## src/rtl/uart_pkg.sv

```systemverilog
// Shared UART definitions: receive FSM states, default bit period, frame shape.
// Latency: n/a (types and constants only).
// Backpressure: n/a.
package uart_pkg;

  // 16 MHz core clock / 115200 baud, shared with the transmit side.
  localparam int UART_CLOCK_PER_BAUD = 138;
  localparam int DATA_BITS           = 8;
  localparam int STOP_BITS           = 1;

  typedef enum logic [2:0] {
    ST_IDLE      = 3'd0,
    ST_START     = 3'd1,
    ST_DATA      = 3'd2,
    ST_STOP      = 3'd3,
    ST_WAIT_IDLE = 3'd4
  } uart_rx_state_t;

  // 2-of-3 vote used when sample filtering is enabled.
  function automatic logic maj3(input logic a, input logic b, input logic c);
    return (a & b) | (a & c) | (b & c);
  endfunction

endpackage

```

## src/rtl/uart_sync.sv

```systemverilog
// Two-flop synchroniser for an asynchronous input pin.
// Latency: 2 cycles from i_async to o_sync.
// Backpressure: none; samples every cycle.
// Ports: i_clk, i_reset (sync, active-high), i_async (raw pin), o_sync (synchronised).
module uart_sync #(
  parameter logic RESET_VAL = 1'b1
) (
  input  logic i_clk,
  input  logic i_reset,
  input  logic i_async,
  output logic o_sync
);

  logic meta_q;
  logic sync_q;

  always_ff @(posedge i_clk) begin
    if (i_reset) begin
      meta_q <= RESET_VAL;
      sync_q <= RESET_VAL;
    end else begin
      meta_q <= i_async;
      sync_q <= meta_q;
    end
  end

  assign o_sync = sync_q;

endmodule

```

## src/rtl/uart_rx.sv

```systemverilog
// UART 8N1 receiver with a one-entry read buffer, framing-error pulse and sticky overrun.
// Latency: o_data_ready rises CLOCK_PER_BAUD/2 + 9*CLOCK_PER_BAUD + 1 cycles after start detect (+1 with majority).
// Backpressure: none on the line; an unread byte is overwritten by the next one and flags o_overrun.
// Ports: i_clk, i_reset (sync, active-high), i_rx_unsafe (raw pin, idle high), i_read_enable (consume strobe),
//        o_read_data/o_data_ready (buffered byte), o_frame_err (1-cycle pulse), o_overrun (sticky until read).
// Option: define UART_RX_MAJORITY_EN for 2-of-3 sampling around each bit centre.
module uart_rx
  import uart_pkg::*;
#(
  parameter int CLOCK_PER_BAUD = UART_CLOCK_PER_BAUD
) (
  input  logic       i_clk,
  input  logic       i_reset,
  input  logic       i_rx_unsafe,
  input  logic       i_read_enable,
  output logic [7:0] o_read_data,
  output logic       o_data_ready,
  output logic       o_frame_err,
  output logic       o_overrun
);

  localparam int             CW   = $clog2(CLOCK_PER_BAUD + 1);
  localparam int             IW   = $clog2(DATA_BITS);
  localparam logic [CW-1:0]  HALF = CW'(CLOCK_PER_BAUD / 2);
  localparam logic [CW-1:0]  FULL = CW'(CLOCK_PER_BAUD);

  logic rx_s;

  uart_sync #(.RESET_VAL(1'b1)) u_sync (
    .i_clk   (i_clk),
    .i_reset (i_reset),
    .i_async (i_rx_unsafe),
    .o_sync  (rx_s)
  );

  uart_rx_state_t         state_q, state_d;
  logic [CW-1:0]          cnt_q, cnt_d;
  logic [IW-1:0]          bit_idx_q, bit_idx_d;
  logic [DATA_BITS-1:0]   shift_q, shift_d;
  logic [DATA_BITS-1:0]   data_q, data_d;
  logic                   rdy_q, rdy_d;
  logic                   ferr_q, ferr_d;
  logic                   ovr_q, ovr_d;

  logic counting;
  logic expire;
  logic take;     // act on a bit sample this cycle
  logic smp;      // the sampled bit value
  logic deliver;

  assign counting = (state_q == ST_START) || (state_q == ST_DATA) || (state_q == ST_STOP);
  // The counter expires when its decrement reaches 0; the expiry cycle is the bit centre.
  assign expire   = counting && (cnt_q == CW'(1));

`ifdef UART_RX_MAJORITY_EN
  // Vote over the cycles before, at and after the bit centre; act one cycle late.
  // The counter keeps its grid, so only the decision moves.
  logic rx_d1_q, rx_d2_q, pend_q;

  always_ff @(posedge i_clk) begin
    if (i_reset) begin
      rx_d1_q <= 1'b1;
      rx_d2_q <= 1'b1;
      pend_q  <= 1'b0;
    end else begin
      rx_d1_q <= rx_s;
      rx_d2_q <= rx_d1_q;
      pend_q  <= expire;
    end
  end

  assign take = pend_q;
  assign smp  = maj3(rx_d2_q, rx_d1_q, rx_s);
`else
  assign take = expire;
  assign smp  = rx_s;
`endif

  always_comb begin
    state_d   = state_q;
    cnt_d     = cnt_q;
    bit_idx_d = bit_idx_q;
    shift_d   = shift_q;
    deliver   = 1'b0;
    ferr_d    = 1'b0;

    if (counting) begin
      cnt_d = expire ? FULL : (cnt_q - CW'(1));
    end

    case (state_q)
      ST_IDLE: begin
        if (!rx_s) begin
          cnt_d   = HALF;
          state_d = ST_START;
        end
      end
      ST_START: begin
        if (take) begin
          if (smp) begin
            state_d = ST_IDLE;  // glitch shorter than half a bit
          end else begin
            bit_idx_d = '0;
            state_d   = ST_DATA;
          end
        end
      end
      ST_DATA: begin
        if (take) begin
          shift_d = {smp, shift_q[DATA_BITS-1:1]};  // LSB arrives first
          if (bit_idx_q == IW'(DATA_BITS - 1)) begin
            state_d = ST_STOP;
          end else begin
            bit_idx_d = bit_idx_q + IW'(1);
          end
        end
      end
      ST_STOP: begin
        if (take) begin
          if (smp) begin
            deliver = 1'b1;
            state_d = ST_IDLE;
          end else begin
            ferr_d  = 1'b1;
            state_d = ST_WAIT_IDLE;
          end
        end
      end
      ST_WAIT_IDLE: begin
        // A held-low break stays here, so it reports only one error.
        if (rx_s) begin
          state_d = ST_IDLE;
        end
      end
      default: state_d = ST_IDLE;
    endcase
  end

  // Read buffer: a deliver in the same cycle as a read wins and is not an overrun.
  always_comb begin
    data_d = data_q;
    rdy_d  = rdy_q;
    ovr_d  = ovr_q;
    if (i_read_enable && rdy_q) begin
      rdy_d = 1'b0;
      ovr_d = 1'b0;
    end
    if (deliver) begin
      data_d = shift_q;
      rdy_d  = 1'b1;
      if (rdy_q && !i_read_enable) begin
        ovr_d = 1'b1;
      end
    end
  end

  always_ff @(posedge i_clk) begin
    if (i_reset) begin
      state_q   <= ST_IDLE;
      cnt_q     <= '0;
      bit_idx_q <= '0;
      shift_q   <= '0;
      data_q    <= '0;
      rdy_q     <= 1'b0;
      ferr_q    <= 1'b0;
      ovr_q     <= 1'b0;
    end else begin
      state_q   <= state_d;
      cnt_q     <= cnt_d;
      bit_idx_q <= bit_idx_d;
      shift_q   <= shift_d;
      data_q    <= data_d;
      rdy_q     <= rdy_d;
      ferr_q    <= ferr_d;
      ovr_q     <= ovr_d;
    end
  end

  assign o_read_data  = data_q;
  assign o_data_ready = rdy_q;
  assign o_frame_err  = ferr_q;
  assign o_overrun    = ovr_q;

endmodule

```

## config.mk

```make
export PLATFORM = sky130hd
export DESIGN_NAME = uart_rx
export DESIGN_NICKNAME = d
export VERILOG_FILES = /design/src/rtl/uart_pkg.sv /design/src/rtl/uart_sync.sv /design/src/rtl/uart_rx.sv
export SDC_FILE = /design/constraint.sdc
export NUM_CORES = 1
export LEC_CHECK = 0
export ABC_AREA = 0
export CAP_MARGIN = 30
export CORE_ASPECT_RATIO = 0.7
export CORE_UTILIZATION = 59
export CTS_CLUSTER_SIZE = 8
export DETAILED_ROUTE_END_ITERATION = 6
export PLACE_DENSITY = 0.82
export SYNTH_ARGS = -nofsm -noshare
export SYNTH_HDL_FRONTEND = slang
export SYNTH_HIERARCHICAL = 1
export SYNTH_SLANG_ARGS = --single-unit
```

## constraint.sdc

```tcl
create_clock -name i_clk -period 3 [get_ports i_clk]
set_input_delay 0.3 -clock i_clk [delete_from_list [all_inputs] [get_ports i_clk]]
set_output_delay 0.3 -clock i_clk [all_outputs]
set_load 0.01 [all_outputs]
```

==> impl_results.md <==
- Core Rows: 14
- Root cell of the clock tree: clkbuf_4
- Vias in the first global route: 1071
- Worst Tran Pin Value: 642 ps
- First-pass GRT wire length: between 4 and 5 mm
- Area contributors post-synth: dfxtp_1 (46%), mux2i_1 (13%), nor2_1 (6.4%), ha_1 (3.3%), nand2b_1 (2.5%)
- Status: complete, no violations
- Unique masters post-synth: 36
- Mapped Area: 1520 µm²
- PD cells: a little under 500 nW/µm²
- Hold-fix buffers, CTS: 0
- VDD IR max: 0.318 mV
- Vias per cell: 5.60
- Total Neg Setup Slack: 0 ps
- Clk Latency, worst-skew pair: 330 ps
- Clock H-tree levels: 2
- CTS tree: built
- Critical path class: reg2reg
- Synthesized area per cell: 9.54 µm²
- GP Congestion: 0.836
- ANT cells: 0
- CP required: 3230 ps
- Min cycle time layout: 2090 ps
- Initial Utilization: 66.6%
- Setup repair bufs after CTS: 0
- Most frequent cell after synthesis: dfxtp_1
- Max-Cap Viols: 0
- Post-DP HPWL: 1.96 mm
- EDFF count, synth: 0
- Setup violations, final: 0
- Post-synth top cells: dfxtp_1 (35), nor2_1 (26), mux2i_1 (20)
- Critical path arrival: 2320 ps
- Register area share after synthesis: a little under half
- Post_cts resized: 0
- DIE AREA: around 2800 µm²
- Fmax: 478 MHz
- Fraction of registers with async set/reset: 0%
- #FFs+latches synth: 35
- First drt pass iteration count: 4
- Post-synth top area cell: dfxtp_1
- Final core utilization: 76.2%
- Area Growth Syn to Fin: 14.4%
- CTS Sinks: 35
- Grt ovf: 0
- Reg clk slew, reported paths: 100 ps
- Syn_nets: 167
- Cell leakage power: 0.757 nW
- Hold WC Path Type: reg2reg
- Drc violations: 0
- Bufs on Longest Clock Path: 2
- Final hold vios: 0
- Die Y: around 44 µm
- Initial antenna violation count: 0
- Ys Warns: 6
- Startpoint Class: register
- I/O pins: 15
- CTS buffer count: 5
- Power Total: 849 µW
- Fin nets: 180
- CP max FO: 10
- Ys flop type: dfxtp_1
- Slew HR: between 50% and 60%
- Slew Viols, Final: 0
- Post-route ant nets: 0
- RSZ-0062 raised after global routing: no
- Port bufs: 14
- Mapped Cells: about 160
- Largest net degree at the start of global routing: 26
- Core area: 2280 µm²
- Share of layout cells above drive strength 1: 6.94%
- Fin crit share: between 60% and 70%
- Die Wd: 62.6 µm
- DRT iter0 DRCs: 32
- CP Capture Type: register
- Routed len/inst: 13.4 µm
- Max Clock Skew: 7.67 ps
- DR vias: between 1000 and 1500
- Total GRT Usage: 23.2%
- Final wirelength: 2.74 mm
- Post-synth top area share: between 40% and 50%
[state kept, by name, indices dropped and copies added, names as in the netlist, named ones only]
name / cells
cnt_q: 8
o_read_data: 8
shift_q: 8
bit_idx_q: 3
state_q: 3
o_data_ready: 1
o_frame_err: 1
u_sync/meta_q: 1
u_sync/o_sync: 1
[critical path: stages, from the launching register on]
cell,delay (ps)
dfxtp_1,410
ha_1,160
nor3b_2,380
nand4_1,610
mux2i_1,360
nor2_1,70
[cells in the final DEF (no fill, tap or decap), types with 2 or more instances in the layout]
cell type	n
nand4_1	2
a31oi_1	2
nor3b_1	3
nor3_1	5
inv_1	4
a21oi_1	6
ha_1	4
nor2_1	26
mux2i_1	20
nand2_1	5
clkbuf_4	5
nand3_1	5
or2_1	2
dfxtp_1	35
nand2b_1	6
o21ai_0	3
a21boi_0	2
xor2_1	3
clkbuf_8	2
clkdlybuf4s50_1	14
[cell families (layout without fill, tap and decap cells)]
family / Yosys count / in the layout / synth area share, %
buf+inv: 13 / 27 / 3.55
simple gates: 63 / 63 / 22.9
mux: 20 / 20 / 13.2
fa+ha+maj: 4 / 4 / 3.30
compound gates: 20 / 20 / 8.50
flops: 35 / 35 / 46.2
xor+xnor: 4 / 4 / 2.31
[through the flow]
stage | std cells | area (µm²) | hold slack, ps | worst slack [ps]
final | 205 | 1730 | 444 | 907
after global routing | 205 | 1730 | 488 | 716
after CTS | 205 | 1730 | 452 | 861
after detailed placement | 197 | 1670 | 415 | 898
after global placement | 197 | 1670 | 392 | 1020
after floorplan | 159 | 1520 | 383 | 1310
[area by class of cell]
class	instances	area, µm²
flip-flops and latches	35	701
repair buffers	15	148
inverters	4	15.0
well taps	32	40.0
clock buffers	8	68.8
multi-input cells	111	762
fillers	155	543
[layer usage]
layer / GRT usage, % / part of all wire (%) / up-vias
li1: - / - / 579
met1: 28.1 / 48 / 531
met2: 38.3 / 46 / 31
met3: 6.44 / 4.7 / 7
met4: 13.5 / 2.0 / 0
met5: 0 / 0 / -
[where the power goes]
part,leakage (nW),internal (mW),switching (mW)
combinational,0.435,0.0321,0.0446
sequential,0.283,0.476,0.0163
clock,0.0386,0.138,0.143
total,0.757,0.645,0.204
[worst paths after layout]
check | from | end | slack, ps | cells past startpoint
worst min-delay path | u_sync/meta_q | u_sync/o_sync | 440 | 1
worst min register to register | u_sync/meta_q | u_sync/o_sync | 440 | 1
worst max-delay path | cnt_q[0] | o_read_data[1] | 910 | 5
worst max register to register | cnt_q[0] | o_read_data[1] | 910 | 5
No activity file was read; power rests on OpenSTA's default activity.
